==> config.mk <==
export PLATFORM = sky130hd
export DESIGN_NAME = instr_loader
export DESIGN_NICKNAME = d
export VERILOG_FILES = /design/src/rtl/instr_loader.sv
export SDC_FILE = /design/constraint.sdc
export NUM_CORES = 1
export LEC_CHECK = 0
export ABC_CLOCK_PERIOD_IN_PS = 2300
export CAP_MARGIN = 0
export CORE_ASPECT_RATIO = 0.6
export CORE_MARGIN = 2
export CORE_UTILIZATION = 25
export DETAILED_ROUTE_END_ITERATION = 10
export PLACE_DENSITY = 0.48
export SYNTH_ARGS = -nofsm -noshare
export SYNTH_HDL_FRONTEND = slang
export SYNTH_SLANG_ARGS = --single-unit
==> constraint.sdc <==
create_clock -name clk -period 2.3 [get_ports clk]
set_clock_uncertainty 0.05 [all_clocks]
set_input_delay 0.23 -clock clk [delete_from_list [all_inputs] [get_ports clk]]
set_output_delay 0.23 -clock clk [all_outputs]
set_load 0.03 [all_outputs]
==> src/rtl/instr_loader.sv <==
// instr_loader: fills instruction memory from a byte stream before the core runs.
// A leading length byte (low ADDR_W bits, 0 meaning full depth) is followed by
// big-endian data bytes packed into 32-bit words written at word addresses 0,1,...
// While loading, cpu_hold keeps the PC in reset.
//
// Optional feature macro: LOADER_CHECKSUM_EN -- after the last word, one extra
// byte is compared against the modulo-256 sum of the data bytes; a mismatch ends
// in the ERROR state. Without it, error is constant 0.
//
// Ports:
//   clk, reset (async, active-low)
//   start                  load request pulse (honoured in IDLE/DONE/ERROR)
//   byte_in/byte_valid     stream in; byte_ready is a pure decode of state
//   mem_write/mem_addr/mem_wdata  one-cycle word write strobe with address/data
//   mem_read               instruction fetch enable, low while loading
//   cpu_hold/busy          high while a load is in progress
//   done/error             sticky result of the last load
module instr_loader #(
  parameter int unsigned ADDR_W = 4
) (
  input  logic              clk,
  input  logic              reset,
  input  logic              start,
  input  logic [7:0]        byte_in,
  input  logic              byte_valid,
  output logic              byte_ready,
  output logic              mem_write,
  output logic              mem_read,
  output logic [ADDR_W-1:0] mem_addr,
  output logic [31:0]       mem_wdata,
  output logic              cpu_hold,
  output logic              busy,
  output logic              done,
  output logic              error
);

  typedef enum logic [2:0] {
    StIdle  = 3'd0,
    StLen   = 3'd1,
    StData  = 3'd2,
    StWrite = 3'd3,
`ifdef LOADER_CHECKSUM_EN
    StCheck = 3'd5,
    StError = 3'd6,
`endif
    StDone  = 3'd4
  } state_e;

  state_e            state_q, state_d;
  logic [ADDR_W-1:0] addr_q, addr_d;
  // One extra bit so a full-depth length (2^ADDR_W) is representable.
  logic [ADDR_W:0]   len_q, len_d;
  logic [ADDR_W:0]   wcnt_q, wcnt_d;
  logic [1:0]        bcnt_q, bcnt_d;
  logic [31:0]       word_q, word_d;
`ifdef LOADER_CHECKSUM_EN
  logic [7:0]        sum_q, sum_d;
`endif

  logic hs;
  assign hs = byte_valid & byte_ready;

  // State and datapath registers.
  always_ff @(posedge clk or negedge reset) begin
    if (!reset) begin
      state_q <= StIdle;
      addr_q  <= '0;
      len_q   <= '0;
      wcnt_q  <= '0;
      bcnt_q  <= '0;
      word_q  <= '0;
`ifdef LOADER_CHECKSUM_EN
      sum_q   <= '0;
`endif
    end else begin
      state_q <= state_d;
      addr_q  <= addr_d;
      len_q   <= len_d;
      wcnt_q  <= wcnt_d;
      bcnt_q  <= bcnt_d;
      word_q  <= word_d;
`ifdef LOADER_CHECKSUM_EN
      sum_q   <= sum_d;
`endif
    end
  end

  // Next-state and datapath update.
  always_comb begin
    state_d = state_q;
    addr_d  = addr_q;
    len_d   = len_q;
    wcnt_d  = wcnt_q;
    bcnt_d  = bcnt_q;
    word_d  = word_q;
`ifdef LOADER_CHECKSUM_EN
    sum_d   = sum_q;
`endif
    unique case (state_q)
`ifdef LOADER_CHECKSUM_EN
      StIdle, StDone, StError: begin
`else
      StIdle, StDone: begin
`endif
        if (start) begin
          state_d = StLen;
          addr_d  = '0;
          wcnt_d  = '0;
          bcnt_d  = '0;
`ifdef LOADER_CHECKSUM_EN
          sum_d   = '0;
`endif
        end
      end
      StLen: begin
        if (hs) begin
          if (byte_in[ADDR_W-1:0] == '0) len_d = {1'b1, {ADDR_W{1'b0}}};
          else                           len_d = {1'b0, byte_in[ADDR_W-1:0]};
          state_d = StData;
        end
      end
      StData: begin
        if (hs) begin
          word_d = {word_q[23:0], byte_in};
          bcnt_d = bcnt_q + 2'd1;
`ifdef LOADER_CHECKSUM_EN
          sum_d  = sum_q + byte_in;
`endif
          if (bcnt_q == 2'd3) state_d = StWrite;
        end
      end
      StWrite: begin
        addr_d = addr_q + ADDR_W'(1);
        wcnt_d = wcnt_q + (ADDR_W + 1)'(1);
        if (wcnt_d == len_q) begin
`ifdef LOADER_CHECKSUM_EN
          state_d = StCheck;
`else
          state_d = StDone;
`endif
        end else begin
          state_d = StData;
        end
      end
`ifdef LOADER_CHECKSUM_EN
      StCheck: begin
        if (hs) state_d = (byte_in == sum_q) ? StDone : StError;
      end
`endif
      default: state_d = StIdle;
    endcase
  end

  // Outputs decoded from the registered state only.
  always_comb begin
    byte_ready = 1'b0;
    mem_write  = 1'b0;
    mem_read   = 1'b1;
    cpu_hold   = 1'b0;
    busy       = 1'b0;
    done       = 1'b0;
    error      = 1'b0;
    unique case (state_q)
      StLen, StData: begin
        byte_ready = 1'b1;
        mem_read   = 1'b0;
        cpu_hold   = 1'b1;
        busy       = 1'b1;
      end
      StWrite: begin
        mem_write = 1'b1;
        mem_read  = 1'b0;
        cpu_hold  = 1'b1;
        busy      = 1'b1;
      end
`ifdef LOADER_CHECKSUM_EN
      StCheck: begin
        byte_ready = 1'b1;
        mem_read   = 1'b0;
        cpu_hold   = 1'b1;
        busy       = 1'b1;
      end
      StError: error = 1'b1;
`endif
      StDone:  done = 1'b1;
      default: ;
    endcase
  end

  assign mem_addr  = addr_q;
  assign mem_wdata = word_q;

endmodule
==> load_flow_metrics.sql, run 1 <==
INSERT INTO impl_metrics (metric_group, metric, value, unit) VALUES
('setup_path', 'setup.worst_path.end_class', 'output pin', ''),
('timing', 'rsz0062_at_grt', 'no', ''),
('logic_synthesis', 'post_synth_and_or_nand_nor_area_fraction', '6.38', '%'),
('floorplan', 'area_of_the_die', '0.00941', 'mm2'),
('timing', 'min_period_over_period', '93.4', '%'),
('floorplan', 'ioPinCount', '55', ''),
('power_and_ir_drop', 'vdd_ir_drop_max', '0.608', 'mV'),
('logic_synthesis', 'synth-edff-count', '0', ''),
('clocking', 'tritoncts', 'yes', ''),
('status', 'run_status', 'completed', ''),
('logic_synthesis', 'ys_seq_area_share', '59.2', '%'),
('detailed_routing', 'detailedRoute.firstPassIterationCount', '4', ''),
('detailed_routing', 'viasPerCell', '4.30', ''),
('logic_synthesis', 'netlist_area', '0.00216', 'mm2'),
('clocking', 'clk-insertion-delay-late', '280', 'ps'),
('finish', 'layout.cells.most_common_list', 'clkdlybuf4s50_1, dfrtp_1, mux2_2', ''),
('floorplan', 'die-height', '75.9', 'um'),
('logic_synthesis', 'synth_xor_area_share', '4.47', '%'),
('power_and_ir_drop', 'power.density', '1680', 'mW/mm2'),
('power_and_ir_drop', 'power.leakage', '1.25', 'nW'),
('global_route', 'first_global_vias', '1401', ''),
('finish', 'antenna-diode-count', '0', ''),
('job', 'max_cap_viol_count', '0', ''),
('logic_synthesis', 'synth-seq-cells', '51', ''),
('clocking', 'clock_sinks', '51', ''),
('timing', 'clock.fmax', '465', 'MHz'),
('setup_path', 'cp.arrival', '1870', 'ps'),
('power_and_ir_drop', 'seq_power_share', '33.8', '%'),
('global_route', 'antenna_violations_before_repair', '0', ''),
('logic_synthesis', 'yosys_most_used_dff', 'dfrtp_1', ''),
('power_and_ir_drop', 'swShare', '40.0', '%'),
('timing', 'final_hold_viol_count', '0', ''),
('setup_path', 'timing.critical_path.required', '2020', 'ps'),
('power_and_ir_drop', 'power.switching', '2.00', 'mW'),
('global_route', 'grt_max_degree', '52', ''),
('clocking', 'cts_inserted_buffers', '5', ''),
('placed_design', 'postPlaceCellArea', '0.00283', 'mm2'),
('floorplan', 'die_w', '124', 'um'),
('detailed_routing', 'vias', '1415', ''),
('power_and_ir_drop', 'power_frac_clock', '13.7', '%'),
('detailed_routing', 'routed_wirelength', '4.46', 'mm'),
('detailed_routing', 'antenna_left', '0', ''),
('timing', 'setup_total_negative_slack', '0', 'ps'),
('timing', 'timing.final.max_slew_violations', '0', ''),
('timing', 'report.final.setup_viol', '0', ''),
('finish', 'most_common_library_cell_in_the_layout_ignoring_fill_and_taps', 'clkdlybuf4s50_1', ''),
('detailed_routing', 'violation_count_after_the_first_detailed_routing_iteration', '57', ''),
('logic_synthesis', 'synthAdderAreaFrac', '1.74', '%'),
('floorplan', 'floorplan.core_area', '0.00843', 'mm2'),
('floorplan', 'start_util', '25.6', '%'),
('setup_path', 'worst-r2r-cell-count', '4', ''),
('floorplan', 'placementRows', '26', ''),
('timing', 'fin_crit', '2150', 'ps'),
('logic_synthesis', 'synth_compound_area_share', '5.63', '%'),
('global_route', 'overflow', '0', ''),
('logic_synthesis', 'yosys_warnings', '0', ''),
('power_and_ir_drop', 'power_frac_comb', '52.5', '%'),
('logic_synthesis', 'synth_async_sr_flop_share', '100', '%'),
('logic_synthesis', 'muxShareOfSynthArea', '19.8', '%'),
('logic_synthesis', 'synthDistinctLibCells', '25', ''),
('setup_path', 'start_kind', 'flop', ''),
('finish', 'final_net_count', '233', ''),
('placed_design', 'io_buffer_count', '53', ''),
('placed_design', 'gp_congestion', '0.767', ''),
('detailed_routing', 'drc', '0', ''),
('global_route', 'wire_length_of_the_first_global_routing_pass', '7.31', 'mm'),
('setup_path', 'cp_max_fo', '11', ''),
('clocking', 'clk_transition_reported_paths', '60', 'ps'),
('logic_synthesis', 'syn_avg_cell_area', '13.4', 'um2'),
('placed_design', 'place.detailed.hpwl', '3.04', 'mm'),
('clocking', 'ctsHtreeMaxLevel', '2', '');
path summary, 6_finish.rpt:
check                               from            end  slack (ps)
max                           state_q[0]      mem_write         150
min                                reset       len_q[1]         410
max reg2reg                    wcnt_q[0]     state_q[1]         360
min reg2reg                mem_wdata[27]  mem_wdata[27]         460
max in group asynchronous          reset  mem_wdata[11]        1530
min in group clk           mem_wdata[27]  mem_wdata[27]         460
logic make-up (layout without fill, tap and decap cells):
| kind of cell | Yosys count | in the layout |
|---|---|---|
| and+or+nand+nor | 27 | 27 |
| other | 1 | 1 |
| muxes | 38 | 38 |
| xor gates and xnor gates | 11 | 11 |
| buffers and inverters | 11 | 67 |
| adders and majority gates | 3 | 3 |
| DFF | 51 | 51 |
| AOI/OAI and AO/OA | 19 | 19 |
synth_stat cells, types with 2 or more instances:
library cell	count	area share, %
nor2_1	7	1.2
a22o_1	3	1.2
nand3b_1	3	1.0
nand3_1	3	0.70
xor2_1	5	2.0
o21ai_0	10	2.3
xnor2_1	6	2.4
buf_2	5	1.2
inv_1	4	0.70
buf_4	2	0.70
ha_1	3	1.7
dfrtp_1	51	59
o21a_1	2	0.70
nand2_1	9	1.6
mux2_2	38	20
cell type report:
class | count | area, um2
Tap cell | 112 | 140
Clock buffer | 6 | 129
Sequential cell | 51 | 1280
Fill cell | 843 | 5450
Inverter | 4 | 15.0
Multi-Input combinational cell | 99 | 830
Timing Repair Buffer | 57 | 583
timing repair:
| item | 4_1_cts | 5_1_grt |
|---|---|---|
| hold buffers | 1 | 0 |
| endpoints found under the hold margin | 51 | 0 |
| resized for setup | 0 | 0 |
power groups by stage:
stage	combinational, mW	sequential [mW]	clock, mW
CTS	2.65	1.70	0.722
global route	2.79	1.77	0.754
global placement	2.63	1.72	0
finish	2.62	1.68	0.685
floorplan	1.07	2.24	0
detailed placement	2.65	1.71	0
sequential cells by signal (all words and copies together), names as in the netlist:
signal     flops
mem_wdata     32
state_q        3
bcnt_q         2
wcnt_q         5
mem_addr       4
len_q          5
layer usage:
metal | part of all wire (%) | routed length, um | GRT usage, %
met5 | 0 | 0 | 0
met4 | 1.2 | 55 | 3.52
met3 | 4.0 | 177 | 2.64
met2 | 39 | 1750 | 13.5
met1 | 55 | 2470 | 15.6
critical path: stages, from the launching register on:
cell             delay [ps]
dfrtp_1                 560
nand3b_1                140
inv_1                   180
clkdlybuf4s50_1         700
stage by stage:
stage / hold slack, ps / power (mW) / instances / util, % / setup slack (ps)
global route: 458 / 5.31 / 329 / 35.3 / 32.0
CTS: 429 / 5.07 / 329 / 35.3 / 128
finish: 414 / 4.99 / 329 / 35.3 / 151
global placement: 203 / 4.35 / 322 / 33.6 / 381
floorplan: -116 / 3.31 / 161 / - / 433
detailed placement: 200 / 4.35 / 322 / 33.6 / 366
No activity file was read; power rests on OpenSTA's default activity.
==> run 2: changes to the inputs <==
--- a/config.mk
+++ b/config.mk
@@ -11,6 +11,7 @@
 export CORE_MARGIN = 2
 export CORE_UTILIZATION = 25
 export DETAILED_ROUTE_END_ITERATION = 10
+export GPL_TIMING_DRIVEN = 0
 export PLACE_DENSITY = 0.48
 export SYNTH_ARGS = -nofsm -noshare
 export SYNTH_HDL_FRONTEND = slang
==> load_flow_metrics.sql, run 2 (synthesis results as in run 1) <==
INSERT INTO impl_metrics (metric_group, metric, value, unit) VALUES
('status', 'run_status', 'completed', ''),
('placed_design', 'post-place-ws', '120', 'ps'),
('detailed_routing', 'detailedRoute.firstPassIterationCount', '4', ''),
('floorplan', 'die-height', '75.9', 'um'),
('clocking', 'cts_inserted_buffers', '5', ''),
('finish', 'final_net_count', '239', ''),
('timing', 'min_period_over_period', '91.2', '%'),
('timing', 'final_hold_viol_count', '0', ''),
('finish', 'drive_gt1_share', '25.8', '%'),
('floorplan', 'area_of_the_die', '0.00941', 'mm2'),
('global_route', 'grt_usage', '11.6', '%'),
('detailed_routing', 'vias', '1446', ''),
('finish', 'final_cells', '337', ''),
('floorplan', 'ioPinCount', '55', ''),
('setup_path', 'timing.critical_path.required', '2020', 'ps'),
('global_route', 'wire_length_of_the_first_global_routing_pass', '8.27', 'mm'),
('placed_design', 'io_buffer_count', '53', ''),
('timing', 'clock.fmax', '477', 'MHz'),
('detailed_routing', 'violation_count_after_the_first_detailed_routing_iteration', '46', ''),
('global_route', 'antenna_violations_before_repair', '0', ''),
('setup_path', 'start_kind', 'flop', ''),
('timing', 'worst_pin_slew', '515', 'ps'),
('placed_design', 'place.detailed.hpwl', '3.53', 'mm'),
('placed_design', 'gp_congestion', '0.725', ''),
('clocking', 'tritoncts', 'yes', ''),
('finish', 'layout.cells.most_common_list', 'dfrtp_1, clkdlybuf4s50_1, mux2_2', ''),
('clocking', 'clk_transition_reported_paths', '70', 'ps'),
('power_and_ir_drop', 'vdd_ir_drop_max', '0.651', 'mV'),
('floorplan', 'floorplan.core_area', '0.00843', 'mm2'),
('detailed_routing', 'drt-wirelength-per-cell', '14.5', 'um'),
('clocking', 'clk-insertion-delay-late', '280', 'ps'),
('detailed_routing', 'routed_wirelength', '4.90', 'mm'),
('floorplan', 'start_util', '25.6', '%'),
('placed_design', 'dp.cells', '327', ''),
('global_route', 'first_global_vias', '1547', ''),
('floorplan', 'placementRows', '26', ''),
('detailed_routing', 'antenna_left', '0', ''),
('setup_path', 'r2r_setup_slack', '310', 'ps'),
('global_route', 'overflow', '0', ''),
('finish', 'fillerInstances', '822', ''),
('clocking', 'clock_tree.buffer_depth', '2', ''),
('finish', 'final-seq-area', '0.00128', 'mm2'),
('setup_path', 'setup.worst_path.end_class', 'output pin', ''),
('finish', 'area.growth.synth_to_final', '41.6', '%'),
('clocking', 'clock_tree.root_cell', 'clkbuf_16', ''),
('floorplan', 'die_w', '124', 'um'),
('finish', 'post-route-cell-area', '0.00305', 'mm2'),
('finish', 'multi_input_area', '825', 'um2'),
('finish', 'antenna-diode-count', '0', ''),
('setup_path', 'timing.setup.critical_path_class', 'flop to output pin', ''),
('timing', 'report.final.setup_viol', '0', ''),
('finish', 'most_common_library_cell_in_the_layout_ignoring_fill_and_taps', 'dfrtp_1', ''),
('timing', 'layout_setup_ws', '203', 'ps'),
('timing', 'fin_crit', '2100', 'ps'),
('setup_path', 'cp.arrival', '1820', 'ps'),
('timing', 'rsz0062_at_grt', 'no', ''),
('timing', 'setup_total_negative_slack', '0', 'ps'),
('timing', 'relSlewSlack', '65.7', '%'),
('clocking', 'clock_sinks', '51', ''),
('setup_path', 'cp_max_fo', '10', ''),
('timing', 'timing.final.max_slew_violations', '0', ''),
('power_and_ir_drop', 'power.density', '1730', 'mW/mm2'),
('job', 'max_cap_viol_count', '0', ''),
('finish', 'largest_register_ffs', '32', ''),
('hold_path', 'hp-class', 'primary input to async pin', ''),
('placed_design', 'postPlaceCellArea', '0.00284', 'mm2'),
('finish', 'final_core_util', '36.2', '%'),
('detailed_routing', 'drc', '0', ''),
('power_and_ir_drop', 'power.leakage', '1.32', 'nW'),
('global_route', 'grt_max_degree', '31', ''),
('detailed_routing', 'viasPerCell', '4.29', ''),
('clocking', 'ctsHtreeMaxLevel', '2', '');
run 2: final timing paths:
kind	start	end	depth (start not counted)
setup / recovery	state_q[0]	done	5
hold / removal	reset	wcnt_q[0]	2
setup reg to reg	wcnt_q[0]	state_q[1]	4
hold reg to reg	mem_wdata[25]	mem_wdata[25]	1
max in group asynchronous	reset	mem_wdata[23]	3
min in group clk	mem_wdata[25]	mem_wdata[25]	1
run 2: area by class of cell:
class                   instances  share of cell area (%)
clock inverters                 2                    1.97
plain buffers                   7                    1.31
clock buffers                   6                    4.22
well taps                     112                    4.59
flip-flops and latches         51                    41.8
inverters                       4                   0.492
multi-input cells              99                    27.0
repair buffers                 56                    18.6
run 2: repair_timing:
action                                  in CTS  in global routing
hold buffers                                 1                  0
pin swaps                                    1                  0
endpoints found under the hold margin       21                  0
endpoints found under the setup margin       1                  2
setup buffers                                1                  0
resized for setup                            0                  2
run 2: per-layer routing:
layer	global-route usage, %	vias up	part of all wire [%]
met2	16.0	32	41
met1	17.3	725	53
li1	-	687	-
met4	3.41	0	0.82
met3	3.39	2	5.2
met5	0	-	0
run 2: stage by stage:
stage	hold WS, ps	power, mW
2_1_floorplan	-116	3.31
3_3_place_gp	444	4.35
3_5_place_dp	191	4.39
4_1_cts	418	5.37
5_1_grt	453	5.63
6_report	403	5.29
run 2: critical path, stage by stage (launching register included):
cell and delay [ps]:
dfrtp_1 380, buf_2 180, nor2_1 150, nand2_1 100, inv_1 70, clkdlybuf4s50_1 660
run 2: report_power, final:
group	total [mW]	internal [mW]	switching [mW]
sequential	1.65	1.33	0.317
combinational	2.69	1.27	1.42
clock	0.941	0.624	0.317
total	5.29	3.23	2.06
==> run 3: changes to the inputs <==
--- a/config.mk
+++ b/config.mk
@@ -5,7 +5,7 @@
 export SDC_FILE = /design/constraint.sdc
 export NUM_CORES = 1
 export LEC_CHECK = 0
-export ABC_CLOCK_PERIOD_IN_PS = 2300
+export ABC_CLOCK_PERIOD_IN_PS = 2250
 export CAP_MARGIN = 0
 export CORE_ASPECT_RATIO = 0.6
 export CORE_MARGIN = 2
==> constraint.sdc (replaced) <==
create_clock -name clk -period 2.25 [get_ports clk]
set_clock_uncertainty 0.05 [all_clocks]
set_input_delay 0.225 -clock clk [delete_from_list [all_inputs] [get_ports clk]]
set_output_delay 0.225 -clock clk [all_outputs]
set_load 0.03 [all_outputs]
==> results of run 3 <==
The final DEF is identical to that of run 2. Status: completed.
Main changes from that run: setup slack after placement 120 ps -> 74.5 ps; setup slack after layout 203 ps -> 158 ps; hold slack 403 ps -> 398 ps; register-to-register setup slack 310 ps -> 260 ps; total power 5.29 mW -> 5.40 mW; worst IR drop on VDD 0.651 mV -> 0.665 mV
